`config.mk`:
```
export PLATFORM = sky130hd
export DESIGN_NAME = clock_ce_gen
export DESIGN_NICKNAME = d
export VERILOG_FILES = /design/src/rtl/clock_ce_gen_pkg.sv /design/src/rtl/clock_ce_gen_nco.sv /design/src/rtl/clock_ce_gen.sv
export SDC_FILE = /design/constraint.sdc
export NUM_CORES = 1
export LEC_CHECK = 0
export BUFFER_PORTS_ARGS = -buffer_cell sky130_fd_sc_hd__buf_4
export CORE_MARGIN = 2
export CORE_UTILIZATION = 62
export CTS_BUF_LIST = sky130_fd_sc_hd__clkbuf_4 sky130_fd_sc_hd__clkbuf_8
export CTS_CLUSTER_DIAMETER = 40
export DETAILED_ROUTE_END_ITERATION = 8
export PLACE_DENSITY = 0.83
export SYNTH_ARGS = -nofsm -noshare
export SYNTH_HDL_FRONTEND = slang
export SYNTH_SLANG_ARGS = --single-unit
export TNS_END_PERCENT = 5
```
`constraint.sdc`:
```
create_clock -name clock -period 4.25 [get_ports clock]
set_input_delay 0.85 -clock clock [delete_from_list [all_inputs] [get_ports clock]]
set_output_delay 0.85 -clock clock [all_outputs]
set_load 0.005 [all_outputs]
```
`src/rtl/clock_ce_gen_pkg.sv`:
```
// Shared definitions for the fractional clock-enable generator.
//   state_e   : start-up sequencer states (idle, settle count, run)
//   cnt_width : width of the settle counter for a given settle length
package clock_ce_gen_pkg;

  typedef enum logic [1:0] {
    StIdle   = 2'd0,
    StSettle = 2'd1,
    StRun    = 2'd2
  } state_e;

  // The counter only has to reach settle-1; keep at least one bit.
  function automatic int unsigned cnt_width(int unsigned settle);
    return (settle > 1) ? $clog2(settle) : 1;
  endfunction

endpackage

```
`src/rtl/clock_ce_gen_nco.sv`:
```
// One fractional clock-enable channel: ratio latch, phase accumulator,
// compare/subtract and the registered enable.
//   clock : master clock
//   reset : asynchronous active-low reset
//   run   : sequencer is in RUN and stays there on this edge
//   clr   : restart the phase and take new ratios (load pulse)
//   inc   : ratio numerator
//   mod   : ratio denominator
//   ce    : one-cycle enable, average rate inc/mod of clock
module clock_ce_gen_nco
  import clock_ce_gen_pkg::*;
#(
  parameter int unsigned ACCW = 16
) (
  input  logic            clock,
  input  logic            reset,
  input  logic            run,
  input  logic            clr,
  input  logic [ACCW-1:0] inc,
  input  logic [ACCW-1:0] mod,
  output logic            ce
);

  logic [ACCW-1:0] inc_q, mod_q;
  logic [ACCW-1:0] acc_q, acc_d;
  logic            ce_q, ce_d;
  logic [ACCW:0]   sum;

  always_comb begin
    // One extra bit so acc + inc never wraps before the compare.
    sum   = {1'b0, acc_q} + {1'b0, inc_q};
    acc_d = '0;
    ce_d  = 1'b0;
    if (run && !clr) begin
      if (mod_q != '0) begin
        if (inc_q >= mod_q) begin
          // Rate saturates at one pulse per cycle; the phase stays at zero.
          ce_d = 1'b1;
        end else if (sum >= {1'b0, mod_q}) begin
          ce_d  = 1'b1;
          acc_d = ACCW'(sum - {1'b0, mod_q});
        end else begin
          acc_d = sum[ACCW-1:0];
        end
      end
    end
  end

  always_ff @(posedge clock or negedge reset) begin
    if (!reset) begin
      inc_q <= '0;
      mod_q <= '0;
      acc_q <= '0;
      ce_q  <= 1'b0;
    end else begin
      acc_q <= acc_d;
      ce_q  <= ce_d;
      // Ratios track the inputs until RUN; in RUN only a load replaces them.
      if (!run || clr) begin
        inc_q <= inc;
        mod_q <= mod;
      end
    end
  end

  assign ce = ce_q;

endmodule

```
`src/rtl/clock_ce_gen.sv`:
```
// Multi-channel fractional clock-enable generator with PLL start-up sequencing.
// Waits for a synchronised PLL lock held for SETTLE cycles, then raises ready
// and lets each channel emit one-cycle enables at rate inc/mod of the clock.
//   clock  : master clock
//   reset  : asynchronous active-low reset
//   locked : PLL lock, asynchronous to clock
//   load   : pulse, latch new ratios and restart all phases
//   inc    : per-channel numerators, channel k at [k*ACCW +: ACCW]
//   mod    : per-channel denominators, same packing
//   ready  : high while running
//   ce     : per-channel clock enables
module clock_ce_gen
  import clock_ce_gen_pkg::*;
#(
  parameter int unsigned CHANNELS = 2,
  parameter int unsigned ACCW     = 16,
  parameter int unsigned SETTLE   = 16
) (
  input  logic                     clock,
  input  logic                     reset,
  input  logic                     locked,
  input  logic                     load,
  input  logic [CHANNELS*ACCW-1:0] inc,
  input  logic [CHANNELS*ACCW-1:0] mod,
  output logic                     ready,
  output logic [CHANNELS-1:0]      ce
);

  localparam int unsigned CntW = cnt_width(SETTLE);

  logic            lk_meta_q, lk_s_q;
  state_e          state_q, state_d;
  logic [CntW-1:0] cnt_q, cnt_d;
  logic            ready_q;
  logic            run_keep;

  always_comb begin
    state_d = state_q;
    cnt_d   = '0;
    unique case (state_q)
      StIdle: begin
        if (lk_s_q) state_d = StSettle;
      end
      StSettle: begin
        if (!lk_s_q) begin
          state_d = StIdle;
        end else if (cnt_q == CntW'(SETTLE - 1)) begin
          state_d = StRun;
        end else begin
          cnt_d = cnt_q + CntW'(1);
        end
      end
      StRun: begin
        if (!lk_s_q) state_d = StIdle;
      end
      default: state_d = StIdle;
    endcase
  end

  // Channels only advance on edges that keep us in RUN, so losing lock
  // clears ce on the same edge that clears ready.
  assign run_keep = (state_q == StRun) && lk_s_q;

  always_ff @(posedge clock or negedge reset) begin
    if (!reset) begin
      lk_meta_q <= 1'b0;
      lk_s_q    <= 1'b0;
      state_q   <= StIdle;
      cnt_q     <= '0;
      ready_q   <= 1'b0;
    end else begin
      lk_meta_q <= locked;
      lk_s_q    <= lk_meta_q;
      state_q   <= state_d;
      cnt_q     <= cnt_d;
      ready_q   <= (state_d == StRun);
    end
  end

  assign ready = ready_q;

  for (genvar k = 0; k < CHANNELS; k++) begin : g_ch
    clock_ce_gen_nco #(
      .ACCW(ACCW)
    ) u_nco (
      .clock(clock),
      .reset(reset),
      .run  (run_keep),
      .clr  (load),
      .inc  (inc[k*ACCW +: ACCW]),
      .mod  (mod[k*ACCW +: ACCW]),
      .ce   (ce[k])
    );
  end

endmodule

```
## Word level (Yosys, flattened, before mapping)

Cells that the tools add are included.

| operators by class | value |
|---|---|
| $lt $le $gt $ge | 4 |
| reductions and logical operators | 8 |
| multiplexer cells | 24 |
| eq/ne operators | 4 |
| add/sub/neg operators | 5 |

Operators by type and width:

| kind | count |
|---|---|
| $mux W16 | 8 |
| $add A16 B16 Y17 | 2 |
| $ge A17 B16 Y1 | 2 |
| $ge A16 B16 Y1 | 2 |
| $reduce_bool A16 Y1 | 2 |
| $sub A16 B16 Y16 | 2 |
| $mux W4 | 3 |
| $mux W1 | 8 |
| $mux W2 | 4 |
| $pmux W2 S3 | 1 |
| $add A4 B1 Y4 const B | 1 |
| $eq A2 B2 Y1 const B | 2 |
| $eq A4 B4 Y1 const B | 1 |
| $eq A2 B1 Y1 const B | 1 |
| $logic_and A1 B1 Y1 | 2 |
| $logic_not A1 Y1 | 2 |
| $logic_not A2 Y1 | 1 |
| $logic_or A1 B1 Y1 | 1 |

| storage, ports and cells | value |
|---|---|
| output and inout port bits | 3 |
| bits of input ports | 68 |
| logic and storage cells | 58 |
| bits in registers | 107 |

## Logic depth before layout (Yosys ltp)

| logic depth | value |
|---|---|
| word-level depth | 6 |
| gate-level depth with buffers | 18 |
| gate-level depth less buffers | 16 |

## Hierarchy

Synthesis repeated with hierarchy kept, for this count alone.

| second synthesis, totals | value |
|---|---|
| cells, all modules | 882 |
| area, all modules | 8151.6 sq um |

By module, submodules not included:

| module | area each (sq um) | sequential area each (sq um) | instances | cells an instance |
|---|---|---|---|---|
| clock_ce_gen_nco at g_ch[1].u_nco | 3937.5 | 1226.2 | 1 | 434 |
| clock_ce_gen_nco at g_ch[0].u_nco | 3858.7 | 1226.2 | 1 | 421 |
| clock_ce_gen | 355.3 | 225.2 | 1 | 27 |

## Least setup slack after synthesis

OpenSTA, ideal clock, no wires.

| timing path | value |
|---|---|
| path type | flip-flop to flip-flop |
| from | register g_ch[1].u_nco.inc_q[0] |
| to | register g_ch[1].u_nco.acc_q[1] |
| required time | 4130 ps |
| library setup time | 120 ps |
| buffers on the path | 1 |
| arrival | 3413 ps |
| period minus slack after synthesis | 3533 ps |
| stages on the path, launching flop included | 18 |
| path slack | 717 ps |
| cell sequence | dfrtp_1 ha_1 inv_1 fa_1 nor2b_1 o31a_2 o21ai_2 o21ai_0 xor2_1 ha_1 a21oi_1 o21ai_0 a22o_1 o41ai_4 o211a_4 buf_6 nand2_1 and3_1 |

| between the ends | value |
|---|---|
| cells in the longest elaborated chain, start to end | 6 |
| elaborated cells on any way between the ends | 8 |
| those cells by class | add/sub (2); order compare (2); mux (4) |

RTL lines:

| element | line | text |
|---|---|---|
| start, declared | clock_ce_gen_nco.sv:24 | `logic [ACCW-1:0] inc_q, mod_q;` |
| start signal, assigned | clock_ce_gen_nco.sv:60 | `inc_q <= inc;` |
| $add A16 B16 Y17 | clock_ce_gen_nco.sv:31 | `sum = {1'b0, acc_q} + {1'b0, inc_q};` |
| $sub A16 B16 Y16 or $ge A17 B16 Y1 (tied branches) | clock_ce_gen_nco.sv:41, clock_ce_gen_nco.sv:39 |  |
| $mux W16 | clock_ce_gen_nco.sv:39 | `end else if (sum >= {1'b0, mod_q}) begin` |
| $mux W16 (*) | clock_ce_gen_nco.sv:36 | `if (inc_q >= mod_q) begin` |
| $mux W16 (*) | clock_ce_gen_nco.sv:35 | `if (mod_q != '0) begin` |
| $mux W16 (*) | clock_ce_gen_nco.sv:34 | `if (run && !clr) begin` |
| via g_ch[1].u_nco.acc_d[1] | clock_ce_gen_nco.sv:25 | `logic [ACCW-1:0] acc_q, acc_d;` |
| end signal, assigned | clock_ce_gen_nco.sv:53 | `acc_q <= '0;` |
| end signal, assigned | clock_ce_gen_nco.sv:56 | `acc_q <= acc_d;` |
| end, declared | clock_ce_gen_nco.sv:25 |  |

Mark *: on every way through the listed nets, which the timed path passes. The rest lies on a longest branch.
A chain may end at the register's enable or synchronous reset.

## Worst setup path in the final report

| timing path | value |
|---|---|
| from | register g_ch[1].u_nco.inc_q[0] |
| to | register g_ch[1].u_nco.acc_q[0] |

The elaborated chain is that of the path after synthesis.

==> results.json <==
{
  "grt_max_degree": 54,
  "worst_slew_pin_slew_ps": 817,
  "slew_violations": 0,
  "fin_crit_sh_pct": 97.5,
  "synthArstFlopShare_pct": 100,
  "cts_hold_buffers": 0,
  "drt_wl_total_um": 21200,
  "synthFlopType": "dfrtp_1",
  "initial_core_util_pct": 63.8,
  "row_count": 41,
  "antenna_cells": 0,
  "clock_sinks": 107,
  "status": "finished, final reports clean",
  "final_common_cell": "dfrtp_1",
  "drc_errors": 0,
  "area_delta_synth_final_pct": 12.6,
  "syn-num-nets": 992,
  "multi_input_area_sq_um": 5140,
  "core_area_sq_um": 12700,
  "die_area_sq_um": 14000,
  "cts_buffers": 9,
  "path_class": "register to register",
  "hpwl_um": 16300,
  "yosysSeqAreaShare_pct": 33.1,
  "min_path_type": "register to register",
  "required_ps": 4580,
  "die_w_um": 118,
  "skew_ps": 18.1,
  "vdd_drop_max_uv": 291,
  "grt_pass1_wl_um": 33900,
  "cp.arrival_ps": 4470,
  "synth_warnings": 0,
  "worstSetupStartpointType": "register",
  "cts_tree": "done",
  "netlist_instances": 823,
  "fin_ws_ps": 107,
  "num_io_pins": 71,
  "finalSetupTns_ps": 0,
  "min_period_ps": 4140,
  "portBuffers": 70,
  "cts_htree_levels": 3,
  "endpoint_kind": "register",
  "routedWlPerCell_um": 19.7,
  "fillers": 978,
  "syn_avg_cell_area_sq_um": 9.83,
  "synth_top_area_cell": "dfrtp_1",
  "clk_latency_ps": 410,
  "max-cap-violations": 0,
  "die_height_um": 118,
  "crit_fanout": 19,
  "pre_cts_ws_ps": 105,
  "gp_congestion": 0.978,
  "synth_edf_count": 0,
  "synth_area_sq_um": 8090,
  "antenna_found_initial": 1,
  "grt_pass1_vias": 6722,
  "gr-usage-all-layers_pct": 30.5,
  "fmax_mhz": 241,
  "most-common-layout-cells": "dfrtp_1 (107), ha_1 (95), buf_4 (84)",
  "drtIter0Drc": 627,
  "power.leakage_nw": 4.28,
  "drive_gt1_share_pct": 22.1,
  "relSlewSlack_pct": 45.0,
  "reg2reg_slack_ps": 110,
  "drt_pass1_iterations": 6,
  "root_buffer": "clkbuf_8",
  "overflow": 0,
  "hold_viol": 0,
  "synth_top_area_share_pct": 33.1,
  "ant_nets": 0,
  "seqCellArea_sq_um": 2680,
  "setup_viol": 0,
  "viasPerCell": 6.37,
  "clk_pin_slew_ps": 120,
  "synthTopCellsByArea": "dfrtp_1 (33%), ha_1 (15%), mux2_2 (8.9%)",
  "nets": 1067,
  "yosys_register_bits": 107,
  "vias": 6847,
  "synth.distinct_cells": 76,
  "p_per_area_nw_per_um2": 258,
  "cts_max_path_buffers": 2
}
[final timing paths]
| check | startpoint | end | depth (start not counted) |
|---|---|---|---|
| max | g_ch[1].u_nco.inc_q[0] | g_ch[1].u_nco.acc_q[0] | 17 |
| min | lk_meta_q | lk_s_q | 0 |
| max reg2reg | g_ch[1].u_nco.inc_q[0] | g_ch[1].u_nco.acc_q[0] | 17 |
| min reg2reg | lk_meta_q | lk_s_q | 0 |
| max in group asynchronous | reset | g_ch[1].u_nco.inc_q[15] | 2 |
| min in group asynchronous | reset | g_ch[0].u_nco.acc_q[3] | 1 |
[layout make-up]
type	count	share of cell area (%)
sequential	107	29.4
multi-input combinational	642	56.4
timing repair buffer	86	7.36
clock inverter	7	0.962
clock buffer	9	1.36
tap	172	2.36
inverter	52	2.14
[registers in the layout (all words and copies together), names as in the netlist]
register	count
g_ch.u_nco.mod_q	32
ready	1
g_ch.u_nco.ce	2
g_ch.u_nco.inc_q	32
g_ch.u_nco.acc_q	32
lk_s_q	1
state_q	2
cnt_q	4
lk_meta_q	1
[logic make-up after synthesis]
group                      count (synthesis)  synth area share, %
AOI/OAI and AO/OA                        225                 19.6
and+or+nand+nor                          198                 12.4
DFF                                      107                 33.1
adders and majority gates                101                 16.0
buffers and inverters                     75                 4.14
muxes                                     69                 9.54
xor gates and xnor gates                  48                 5.20
[power breakdown]
| part | total, mW | switching (mW) | internal, mW |
|---|---|---|---|
| sequential | 1.09 | 0.0369 | 1.05 |
| combinational | 0.595 | 0.325 | 0.270 |
| clock | 0.667 | 0.426 | 0.241 |
| total | 2.35 | 0.788 | 1.56 |
[worst max-delay path, cell delays in order, from the launching register on]
cell	delay, ps
dfrtp_1	420
ha_2	210
inv_1	70
fa_1	240
nor2b_2	80
o31a_2	340
o21ai_2	280
o21ai_1	110
xor2_1	190
ha_2	430
nand3_2	130
or3_4	430
nor3_1	420
a2111oi_4	120
o211ai_4	110
buf_12	190
nor2_1	60
a211oi_1	230
[what timing repair did]
item                                    CTS  global route
setup buffers                             0             4
gates resized for setup                   0            14
endpoints found under the setup margin    0            27
[cell usage after synthesis, drive strengths merged, types with 5 or more instances]
| cell type | number |
|---|---|
| a31oi | 10 |
| ha | 97 |
| mux2 | 65 |
| nor2b | 10 |
| o2111ai | 7 |
| nand2 | 54 |
| o21ai | 46 |
| nand3 | 22 |
| xnor2 | 36 |
| o211a | 5 |
| dfrtp | 107 |
| o21a | 14 |
| inv | 52 |
| nand4 | 15 |
| a21o | 22 |
| nand2b | 7 |
| buf | 17 |
| a211oi | 13 |
| nor2 | 42 |
| and3 | 6 |
| clkbuf | 6 |
| nor4 | 11 |
| xor2 | 12 |
| nor3 | 12 |
| a21oi | 66 |
[stage by stage]
step,utilization [%],hold slack (ps),instance area (sq um),power (mW),cells
6_report,71.9,372,9110,2.35,1075
5_1_grt,71.9,392,9110,2.47,1075
4_1_cts,71.1,371,9010,2.34,1070
3_5_place_dp,69.5,347,8800,1.67,1054
3_3_place_gp,69.5,346,8800,1.65,1054
2_1_floorplan,-,331,8090,1.49,823
[per-layer routing]
layer / part of all wire (%) / track usage [%]
met5: 0 / 0
met4: 1.6 / 8.58
met3: 7.0 / 5.50
met2: 46 / 48.0
met1: 46 / 43.4
(Power assumes the default switching activity.)
